$ cat config.mk
export PLATFORM = sky130hd
export DESIGN_NAME = quad_encoder_bank
export DESIGN_NICKNAME = d
export VERILOG_FILES = /design/src/rtl/enc_pkg.sv /design/src/rtl/quad_channel.sv /design/src/rtl/quad_encoder_bank.sv
export SDC_FILE = /design/constraint.sdc
export NUM_CORES = 2
export LEC_CHECK = 0
export ABC_AREA = 1
export BUFFER_PORTS_ARGS = -buffer_cell sky130_fd_sc_hd__buf_2
export CORE_MARGIN = 2
export CORE_UTILIZATION = 58
export DETAILED_ROUTE_END_ITERATION = 8
export PLACE_DENSITY = 0.82
export SLEW_MARGIN = 20
export SYNTH_ARGS = -nofsm -noshare
export SYNTH_HDL_FRONTEND = slang
export SYNTH_SLANG_ARGS = --single-unit
$ cat constraint.sdc
create_clock -name clk -period 23.4 [get_ports clk]
set_input_delay 4.68 -clock clk [delete_from_list [all_inputs] [get_ports clk]]
set_output_delay 4.68 -clock clk [all_outputs]
set_load 0.005 [all_outputs]
$ cat src/rtl/enc_pkg.sv
// -----------------------------------------------------------------------------
// enc_pkg
// Shared definitions for the quadrature encoder bank:
//   - step_e      : result of decoding one accepted AB level change
//   - decode_step : (previous AB, new AB) -> step_e
//   - read-map helpers giving the shadow-register address layout
// No ports (package).
// -----------------------------------------------------------------------------
package enc_pkg;

    typedef enum logic [1:0] {
        STEP_NONE    = 2'd0,
        STEP_INC     = 2'd1,
        STEP_DEC     = 2'd2,
        STEP_ILLEGAL = 2'd3
    } step_e;

    // Read map: counts start at 0, velocities follow, then err word, then config word.
    localparam int unsigned MAP_CNT_BASE = 0;

    function automatic int unsigned map_vel_base(input int unsigned n_ch);
        return n_ch;
    endfunction

    function automatic int unsigned map_err_addr(input int unsigned n_ch);
        return 2 * n_ch;
    endfunction

    function automatic int unsigned map_cfg_addr(input int unsigned n_ch);
        return 2 * n_ch + 1;
    endfunction

    // Position of an AB level along the forward cycle 00->01->11->10.
    function automatic logic [1:0] gray_pos(input logic [1:0] ab);
        return {ab[1], ab[1] ^ ab[0]};
    endfunction

    // Position difference modulo 4: +1 forward, -1 (3) reverse, 2 means both bits flipped.
    function automatic step_e decode_step(input logic [1:0] prev_ab, input logic [1:0] ab);
        logic [1:0] d;
        d = gray_pos(ab) - gray_pos(prev_ab);
        case (d)
            2'd0:    return STEP_NONE;
            2'd1:    return STEP_INC;
            2'd3:    return STEP_DEC;
            default: return STEP_ILLEGAL;
        endcase
    endfunction

endpackage

$ cat src/rtl/quad_channel.sv
// -----------------------------------------------------------------------------
// quad_channel
// One encoder channel: 2-FF synchroniser, glitch filter, priming, x4 decode,
// signed wrapping counter and sticky illegal-transition flag.
// Ports:
//   clk      in   system clock
//   rst      in   asynchronous active-high reset
//   a_i/b_i  in   raw encoder pins (asynchronous)
//   clear_i  in   1-cycle pulse: zero count and flag, re-prime on current level
//   count_o  out  live signed count (CNT_W)
//   err_o    out  sticky illegal-transition flag
// -----------------------------------------------------------------------------
module quad_channel
    import enc_pkg::*;
#(
    parameter int CNT_W    = 32,
    parameter int FILT_LEN = 3
) (
    input  logic                    clk,
    input  logic                    rst,
    input  logic                    a_i,
    input  logic                    b_i,
    input  logic                    clear_i,
    output logic signed [CNT_W-1:0] count_o,
    output logic                    err_o
);

    localparam int RUN_W = $clog2(FILT_LEN + 1);
    localparam logic [RUN_W-1:0] RUN_FULL = RUN_W'(FILT_LEN);

    logic [1:0]             sync1_q, sync2_q;
    logic [1:0]             sv_q;          // marks sync stages holding real pin samples
    logic [1:0]             last_q, last_d;
    logic [RUN_W-1:0]       run_q, run_d;
    logic [1:0]             prev_q, prev_d;
    logic                   primed_q, primed_d;
    logic signed [CNT_W-1:0] count_q, count_d;
    logic                   err_q, err_d;
    logic                   accept;
    step_e                  step;

    always_ff @(posedge clk or posedge rst) begin
        if (rst) begin
            sync1_q  <= 2'b00;
            sync2_q  <= 2'b00;
            sv_q     <= 2'b00;
            last_q   <= 2'b00;
            run_q    <= '0;
            prev_q   <= 2'b00;
            primed_q <= 1'b0;
            count_q  <= '0;
            err_q    <= 1'b0;
        end else begin
            sync1_q  <= {a_i, b_i};
            sync2_q  <= sync1_q;
            sv_q     <= {sv_q[0], 1'b1};
            last_q   <= last_d;
            run_q    <= run_d;
            prev_q   <= prev_d;
            primed_q <= primed_d;
            count_q  <= count_d;
            err_q    <= err_d;
        end
    end

    always_comb begin
        last_d   = last_q;
        run_d    = run_q;
        accept   = 1'b0;
        prev_d   = prev_q;
        primed_d = primed_q;
        count_d  = count_q;
        err_d    = err_q;
        step     = decode_step(prev_q, sync2_q);

        // Samples taken before the synchroniser has filled after reset are
        // reset values, not pin levels, so they are ignored.
        if (sv_q[1]) begin
            last_d = sync2_q;
            if (sync2_q != last_q) begin
                run_d = RUN_W'(1);
            end else if (run_q != RUN_FULL) begin
                run_d = run_q + RUN_W'(1);
            end
            accept = (run_d == RUN_FULL) && ((run_q != RUN_FULL) || (sync2_q != last_q));
        end

        if (accept) begin
            prev_d = sync2_q;
            if (!primed_q) begin
                primed_d = 1'b1;
            end else begin
                case (step)
                    STEP_INC:     count_d = count_q + CNT_W'(1);
                    STEP_DEC:     count_d = count_q - CNT_W'(1);
                    STEP_ILLEGAL: err_d   = 1'b1;
                    default:      ;
                endcase
            end
        end

        // Restarting the filter run makes the current stable level re-accepted,
        // which re-primes the channel without needing pin movement.
        if (clear_i) begin
            run_d    = '0;
            primed_d = 1'b0;
            count_d  = '0;
            err_d    = 1'b0;
        end
    end

    assign count_o = count_q;
    assign err_o   = err_q;

endmodule

$ cat src/rtl/quad_encoder_bank.sv
// -----------------------------------------------------------------------------
// quad_encoder_bank
// N-channel quadrature decoder bank with periodic velocity sampling and a
// coherent shadow snapshot for address-mapped readout.
// Ports:
//   clk          in   system clock
//   reset        in   asynchronous active-high reset
//   enc_a/enc_b  in   raw encoder pins per channel
//   clear        in   per-channel pulse: zero count, velocity, reference, err
//   snap         in   copy live counts/velocities/err into shadows
//   rd_addr      in   shadow read address
//   rd_data      out  shadow word (combinational, sign-extended to 32)
//   err_flags    out  live sticky illegal-transition flags
//   sample_tick  out  1-cycle pulse in the cycle velocities are sampled
// -----------------------------------------------------------------------------
module quad_encoder_bank
    import enc_pkg::*;
#(
    parameter int N_CH       = 4,
    parameter int CNT_W      = 32,
    parameter int FILT_LEN   = 3,
    parameter int PERIOD_CYC = 500000,
    parameter int ADDR_W     = 8
) (
    input  logic              clk,
    input  logic              reset,
    input  logic [N_CH-1:0]   enc_a,
    input  logic [N_CH-1:0]   enc_b,
    input  logic [N_CH-1:0]   clear,
    input  logic              snap,
    input  logic [ADDR_W-1:0] rd_addr,
    output logic [31:0]       rd_data,
    output logic [N_CH-1:0]   err_flags,
    output logic              sample_tick
);

    localparam int PER_W = $clog2(PERIOD_CYC);
    localparam logic [PER_W-1:0] PER_LAST = PER_W'(PERIOD_CYC - 1);

    logic signed [CNT_W-1:0] cnt   [N_CH];
    logic signed [CNT_W-1:0] vel_q [N_CH];
    logic signed [CNT_W-1:0] vel_d [N_CH];
    logic signed [CNT_W-1:0] ref_q [N_CH];
    logic signed [CNT_W-1:0] ref_d [N_CH];
    logic signed [CNT_W-1:0] shc_q [N_CH];
    logic signed [CNT_W-1:0] shv_q [N_CH];
    logic [31:0]             shc32 [N_CH];
    logic [31:0]             shv32 [N_CH];
    logic [N_CH-1:0]         she_q;
    logic [N_CH-1:0]         err_live;
    logic [PER_W-1:0]        per_q, per_d;
    logic                    tick;

    for (genvar g = 0; g < N_CH; g++) begin : g_ch
        quad_channel #(
            .CNT_W    (CNT_W),
            .FILT_LEN (FILT_LEN)
        ) u_ch (
            .clk     (clk),
            .rst     (reset),
            .a_i     (enc_a[g]),
            .b_i     (enc_b[g]),
            .clear_i (clear[g]),
            .count_o (cnt[g]),
            .err_o   (err_live[g])
        );

        if (CNT_W >= 32) begin : g_trunc
            assign shc32[g] = shc_q[g][31:0];
            assign shv32[g] = shv_q[g][31:0];
        end else begin : g_sext
            assign shc32[g] = {{(32-CNT_W){shc_q[g][CNT_W-1]}}, shc_q[g]};
            assign shv32[g] = {{(32-CNT_W){shv_q[g][CNT_W-1]}}, shv_q[g]};
        end
    end

    assign tick  = (per_q == PER_LAST);
    assign per_d = tick ? '0 : per_q + PER_W'(1);

    always_comb begin
        for (int i = 0; i < N_CH; i++) begin
            vel_d[i] = vel_q[i];
            ref_d[i] = ref_q[i];
            if (clear[i]) begin
                vel_d[i] = '0;
                ref_d[i] = '0;
            end else if (tick) begin
                // Modular subtraction keeps the delta correct across count wrap.
                vel_d[i] = cnt[i] - ref_q[i];
                ref_d[i] = cnt[i];
            end
        end
    end

    always_ff @(posedge clk or posedge reset) begin
        if (reset) begin
            per_q <= '0;
            she_q <= '0;
            for (int i = 0; i < N_CH; i++) begin
                vel_q[i] <= '0;
                ref_q[i] <= '0;
                shc_q[i] <= '0;
                shv_q[i] <= '0;
            end
        end else begin
            per_q <= per_d;
            for (int i = 0; i < N_CH; i++) begin
                vel_q[i] <= vel_d[i];
                ref_q[i] <= ref_d[i];
            end
            // Shadows take the register values present this cycle, i.e. before
            // any count step or velocity sample landing on the same edge.
            if (snap) begin
                she_q <= err_live;
                for (int i = 0; i < N_CH; i++) begin
                    shc_q[i] <= cnt[i];
                    shv_q[i] <= vel_q[i];
                end
            end
        end
    end

    always_comb begin
        rd_data = 32'h0;
        for (int i = 0; i < N_CH; i++) begin
            if (rd_addr == ADDR_W'(MAP_CNT_BASE + i)) rd_data = shc32[i];
            if (rd_addr == ADDR_W'(map_vel_base(N_CH) + i)) rd_data = shv32[i];
        end
        if (rd_addr == ADDR_W'(map_err_addr(N_CH))) rd_data = 32'(she_q);
        if (rd_addr == ADDR_W'(map_cfg_addr(N_CH))) rd_data = {16'h0, 8'(N_CH), 8'(CNT_W)};
    end

    assign err_flags   = err_live;
    assign sample_tick = tick;

endmodule

## After elaboration in Yosys (flattened, before gate mapping)

Index checks and enable logic that the tools add are counted.

| storage, ports and cells | value |
|---|---|
| bits in registers | 719 |
| input bits | 23 |
| output and inout bits | 37 |
| logic and storage cells | 265 |

| cells by class | value |
|---|---|
| $add $sub $neg | 21 |
| equal/unequal tests | 42 |
| mux-type cells | 95 |
| bitwise logic cells | 8 |
| reduce and logical (&&, ||, !) cells | 45 |

Operator list:

| kind | number |
|---|---|
| $mux W32 | 38 |
| $pmux W32 S2 | 4 |
| $add A32 B2 Y32 const B | 4 |
| $sub A32 B2 Y32 const B | 4 |
| $sub A32 B32 Y32 | 4 |
| $mux W2 | 20 |
| $reduce_bool A2 Y1 | 20 |
| $eq A2 B2 Y1 const B | 16 |
| $eq A8 B3 Y1 const B | 4 |
| $mux W1 | 28 |
| $pmux W2 S3 | 4 |
| $reduce_and A3 Y1 | 8 |
| $add A19 B1 Y19 const B | 1 |
| $eq A19 B19 Y1 const B | 1 |
| $mux W19 | 1 |
| $eq A2 B1 Y1 const B | 8 |
| $eq A8 B2 Y1 const B | 2 |
| $eq A8 B4 Y1 const B | 2 |
| $reduce_bool A3 Y1 | 4 |
| $add A2 B1 Y2 const B | 4 |
| $eq A8 B1 Y1 const B | 1 |
| $logic_not A2 Y1 | 4 |
| $logic_not A8 Y1 | 1 |
| $ne A2 B2 Y1 | 4 |
| 5 further kinds | 24 |

## Logic depth before layout (Yosys ltp)

| logic depth | value |
|---|---|
| depth after elaboration | 11 |
| mapped depth | 21 |

## Hierarchy

A second synthesis with hierarchy kept.

| second synthesis, totals | value |
|---|---|
| cells, all modules | 6923 |
| area, all modules | 48815.6 sq um |

By module, submodules not included:

| module | instances | cells an instance | area each (sq um) | sequential area each (sq um) |
|---|---|---|---|---|
| quad_encoder_bank | 1 | 4391 | 31969.4 | 13387.8 |
| quad_channel | 4 | 633 | 4211.5 | 1151.1 |

## Least setup slack after synthesis

No wires, ideal clock.

| path | value |
|---|---|
| kind | input port to output port |
| from | input rd_addr[3] |
| to | output rd_data[29] |
| arrival | 6.137 ns |
| data required time | 18.720 ns |
| slack | 12.583 ns |
| stages on the path | 8 |
| buffers on the path | 1 |
| path through | nor2_1 -> inv_1 -> nor3_1 -> clkbuf_1 -> a21oi_1 -> o2111ai_1 -> o21ai_0 -> inv_1 |

| between the ends | value |
|---|---|
| cells in the longest elaborated chain, start to end | 11 |
| elaborated cells between the ends (all ways) | 20 |
| those cells by class | 9 x eq/ne; 10 x mux; 1 x reduce/logical |

Ends and longest elaborated chain:

| item | line | RTL |
|---|---|---|
| start, declared | quad_encoder_bank.sv:31 | `input logic [ADDR_W-1:0] rd_addr,` |
| $logic_not A8 Y1 | quad_encoder_bank.sv:126 | `if (rd_addr == ADDR_W'(MAP_CNT_BASE + i)) rd_data = shc32[i];` |
| $mux W32 | quad_encoder_bank.sv:126 |  |
| $mux W32 | quad_encoder_bank.sv:127 | `if (rd_addr == ADDR_W'(map_vel_base(N_CH) + i)) rd_data = shv32[i];` |
| $mux W32 | quad_encoder_bank.sv:126 |  |
| $mux W32 | quad_encoder_bank.sv:127 |  |
| $mux W32 | quad_encoder_bank.sv:126 |  |
| $mux W32 | quad_encoder_bank.sv:127 |  |
| $mux W32 | quad_encoder_bank.sv:126 |  |
| $mux W32 | quad_encoder_bank.sv:127 |  |
| $mux W32 | quad_encoder_bank.sv:129 | `if (rd_addr == ADDR_W'(map_err_addr(N_CH))) rd_data = 32'(she_q);` |
| $mux W32 (*) | quad_encoder_bank.sv:130 | `if (rd_addr == ADDR_W'(map_cfg_addr(N_CH))) rd_data = {16'h0, 8'(N_CH), 8'(CNT_W)};` |
| end, declared | quad_encoder_bank.sv:32 | `output logic [31:0] rd_data,` |

Mark *: on every way between the ends. The rest lies on a longest branch, timed or not.

## Worst setup path after layout

| path | value |
|---|---|
| from | input rd_addr[7] |
| to | output rd_data[6] |

The elaborated chain is that of the path after synthesis.

==> results.sh <==
export IMPL_p_leak_nw=24.01
export IMPL_ant_nets=0
export IMPL_crit_type="in2out"
export IMPL_synthFlopType="dfrtp_1"
export IMPL_grt_pass1_vias=38776
export IMPL_drtIter0Drc=4836
export IMPL_maxCapViolCount=0
export IMPL_vias=41638
export IMPL_r2r_cells=19
export IMPL_wl_per_cell_um=20.62
export IMPL_finalSetupViolCount=0
export IMPL_mostFrequentLayoutCells="1573 x nand2_1, 840 x inv_1, 713 x dfrtp_1, 597 x nor2_1, 430 x o21ai_0"
export IMPL_fillers=6538
export IMPL_power_density_nw_per_um2=68.88
export IMPL_coreArea_um2=74200
export IMPL_synth_nets=6119
export IMPL_multi_input_area_um2=21390
export IMPL_final_hold_violation_count=0
export IMPL_hold_end="g_ch[0].u_ch.sv_q[1]$_DFF_PP0_"
export IMPL_area_growth_pct=8.842
export IMPL_cts_tree="built"
export IMPL_grt_pass1_wl_um=223400
export IMPL_clk_latency_ns=0.64
export IMPL_final_util_pct=63.61
export IMPL_fmax_mhz=79.52
export IMPL_cp_max_fo=23
export IMPL_r2r_slack_ns=19.70
export IMPL_grt_usage_pct=36.89
export IMPL_worst_slew_pin_slew_ns=1.091
export IMPL_die_width_um=277.4
export IMPL_synth_cells=5951
export IMPL_nets=6097
export IMPL_start_util_pct=58.44
export IMPL_grt_max_degree=258
export IMPL_hold_path_class="reg2reg"
export IMPL_die_area_um2=76960
export IMPL_numPortBuffers=59
export IMPL_syn_area_per_cell_um2=7.286
export IMPL_finalMaxSlewViolations=0
export IMPL_grt_ovfl_total=0
export IMPL_final_seq_area_um2=17840
export IMPL_n_antenna_cell=0
export IMPL_period_minus_slack_ns=12.58
export IMPL_critical_path_arrival_ns=7.90
export IMPL_netlist_area_um2=43360
export IMPL_fin_skew_ns=0.02006
export IMPL_synth_cell_types=63
export IMPL_peakVddDrop_mv=0.05827
export IMPL_synthTopCellsByArea="dfrtp_1 41%, nand2_1 14%, inv_1 7.3%, nor2_1 5.2%, o21ai_0 5.0%"
export IMPL_cts_buffer_depth=3
export IMPL_r2r_end="g_ch[3].u_ch.count_o[26]$_DFFE_PP0P_"
export IMPL_min_from="g_ch[3].u_ch.sv_q[0]$_DFF_PP0_"
export IMPL_tns_ns=0
export IMPL_antenna_found_initial=5
export IMPL_synth_edff_count=0
export IMPL_drc=0
export IMPL_cp_start_kind="input pin"
export IMPL_worstPathRequired_ns=18.72
export IMPL_die_h_um=277.4
export IMPL_yosys_area_top_type_share_pct=41.15
export IMPL_worst_hold_path_num_cells=0
export IMPL_num_rows=100
export IMPL_post_cts_buffers=0
export IMPL_fin_crit_sh_pct=53.74
export IMPL_routed_wl_um=143600
export IMPL_drive_above_1_share_pct=5.456
export IMPL_cts_buffers=81
export IMPL_numClockSinks=713
export IMPL_dpl_hpwl_um=107000
export IMPL_crit_path_end_kind="primary output"
export IMPL_root_buffer="clkbuf_16"
export IMPL_ys_ff_latch=713
export IMPL_yosysWarnings=0
export IMPL_ioPinCount=60
export IMPL_rsz0062_at_grt="no"
export IMPL_synth_async_reset_ratio_pct=100.0
export IMPL_cts_hold_buffers=0
export IMPL_status="complete, no violations"
export IMPL_drtPass1Iterations=6
export IMPL_vias_per_cell=5.981
export IMPL_gp_congestion=0.9789
export IMPL_cts_resized=0
export IMPL_cts_clk_slew_worst_paths_ns=0.06
export IMPL_synth_seq_area_share_pct=41.15
export IMPL_h_tree_depth=3
export IMPL_yosysTopAreaCell="dfrtp_1"
export IMPL_slew_headroom_pct=27.28
export IMPL_timing_rr_start="g_ch[3].u_ch.sync2_q[1]$_DFF_PP0_"
export IMPL_final_common_cell="nand2_1"
how the worst max path moves through the flow:
stage               start                                   to  slack (ns)
6_report       rd_addr[7]                           rd_data[6]       10.83
4_1_cts        rd_addr[7]                           rd_data[6]       11.08
5_1_grt        rd_addr[7]                           rd_data[6]       10.78
3_5_place_dp   rd_addr[7]                           rd_data[6]       11.09
3_3_place_gp   rd_addr[7]                           rd_data[6]       11.11
2_1_floorplan       reset  g_ch[0].u_ch.count_o[0]$_DFFE_PP0P_        8.96
registers in the layout, summed over array words and instances (netlist names), 19 cells and up:
register and flops:
shv32 128, g_ch.u_ch.count_o 128, vel_q 128, ref_q 128, per_q 19, shc32 128
routing by layer:
layer	vias up	wire length [µm]	global-route usage (%)
li1	19591	-	-
met1	19924	62520	53.56
met2	1850	63300	56.06
met3	269	12340	6.030
met4	4	5402	12.74
met5	-	24	0
synthesized netlist by cell type, types with 16 or more instances:
cell	number
o21a_1	16
xnor2_1	32
nand4_1	72
nor2_1	600
mux2_2	21
clkbuf_1	126
nand3_1	255
o21ai_0	430
nor3_1	29
o22ai_1	223
a221oi_1	25
buf_2	35
a21oi_1	359
o41ai_1	96
xor2_1	48
a31oi_1	17
inv_1	841
a21o_1	29
ha_1	141
o21ai_1	18
nand2_1	1574
dfrtp_1	713
kinds of logic (layout without fill, tap and decap cells):
| kind of cell | count (synthesis) | count (layout) | share of synthesized area (%) |
|---|---|---|---|
| simple gates | 2613 | 2613 | 24.65 |
| compound gates | 1317 | 1317 | 17.93 |
| buf+inv | 1054 | 1096 | 9.557 |
| flops | 713 | 713 | 41.15 |
| fa+ha+maj | 145 | 145 | 4.253 |
| xor+xnor | 87 | 87 | 1.905 |
| mux | 21 | 21 | 0.5454 |
| other cells | 1 | 1 | 0.008649 |
worst max-delay path: stages:
cell and delay, ns:
buf_2 0.09, nor2_1 0.10, nand2_1 0.42, nor2_1 0.28, nand2_1 0.39, inv_1 0.84, a21oi_1 0.15, nand2_1 0.14
o21ai_0 0.13, a21oi_1 0.43, buf_2 0.20
through the flow:
stage          area (µm²)  std cells  hold slack, ns  worst slack (ns)  power, W
2_1_floorplan       43360       5951          0.3312             8.956  0.001761
3_3_place_gp        44240       6813          0.3316             11.11  0.001851
6_report            47190       6962          0.3491             10.83  0.003251
4_1_cts             47140       6960          0.3507             11.08  0.003251
5_1_grt             47190       6962          0.3663             10.78  0.003377
3_5_place_dp        44240       6813          0.3358             11.09  0.001861
power by group:
part / leakage, nW / total [W] / internal [W] / switching [W]
Clock: 1.42 / 0.00140 / 0.000845 / 0.000551
Combinational: 12.9 / 0.000572 / 0.000152 / 0.000421
Sequential: 9.70 / 0.00128 / 0.00125 / 0.0000276
cell type report:
| cell class | count | share of cell area, % |
|---|---|---|
| Multi-Input combinational cell | 4184 | 45.33 |
| Sequential cell | 713 | 37.81 |
| Inverter | 859 | 6.856 |
| Tap cell | 969 | 2.569 |
| Clock inverter | 44 | 1.318 |
| Timing Repair Buffer | 90 | 1.304 |
| Clock buffer | 103 | 4.815 |
Power figures use the tool's default switching activity.
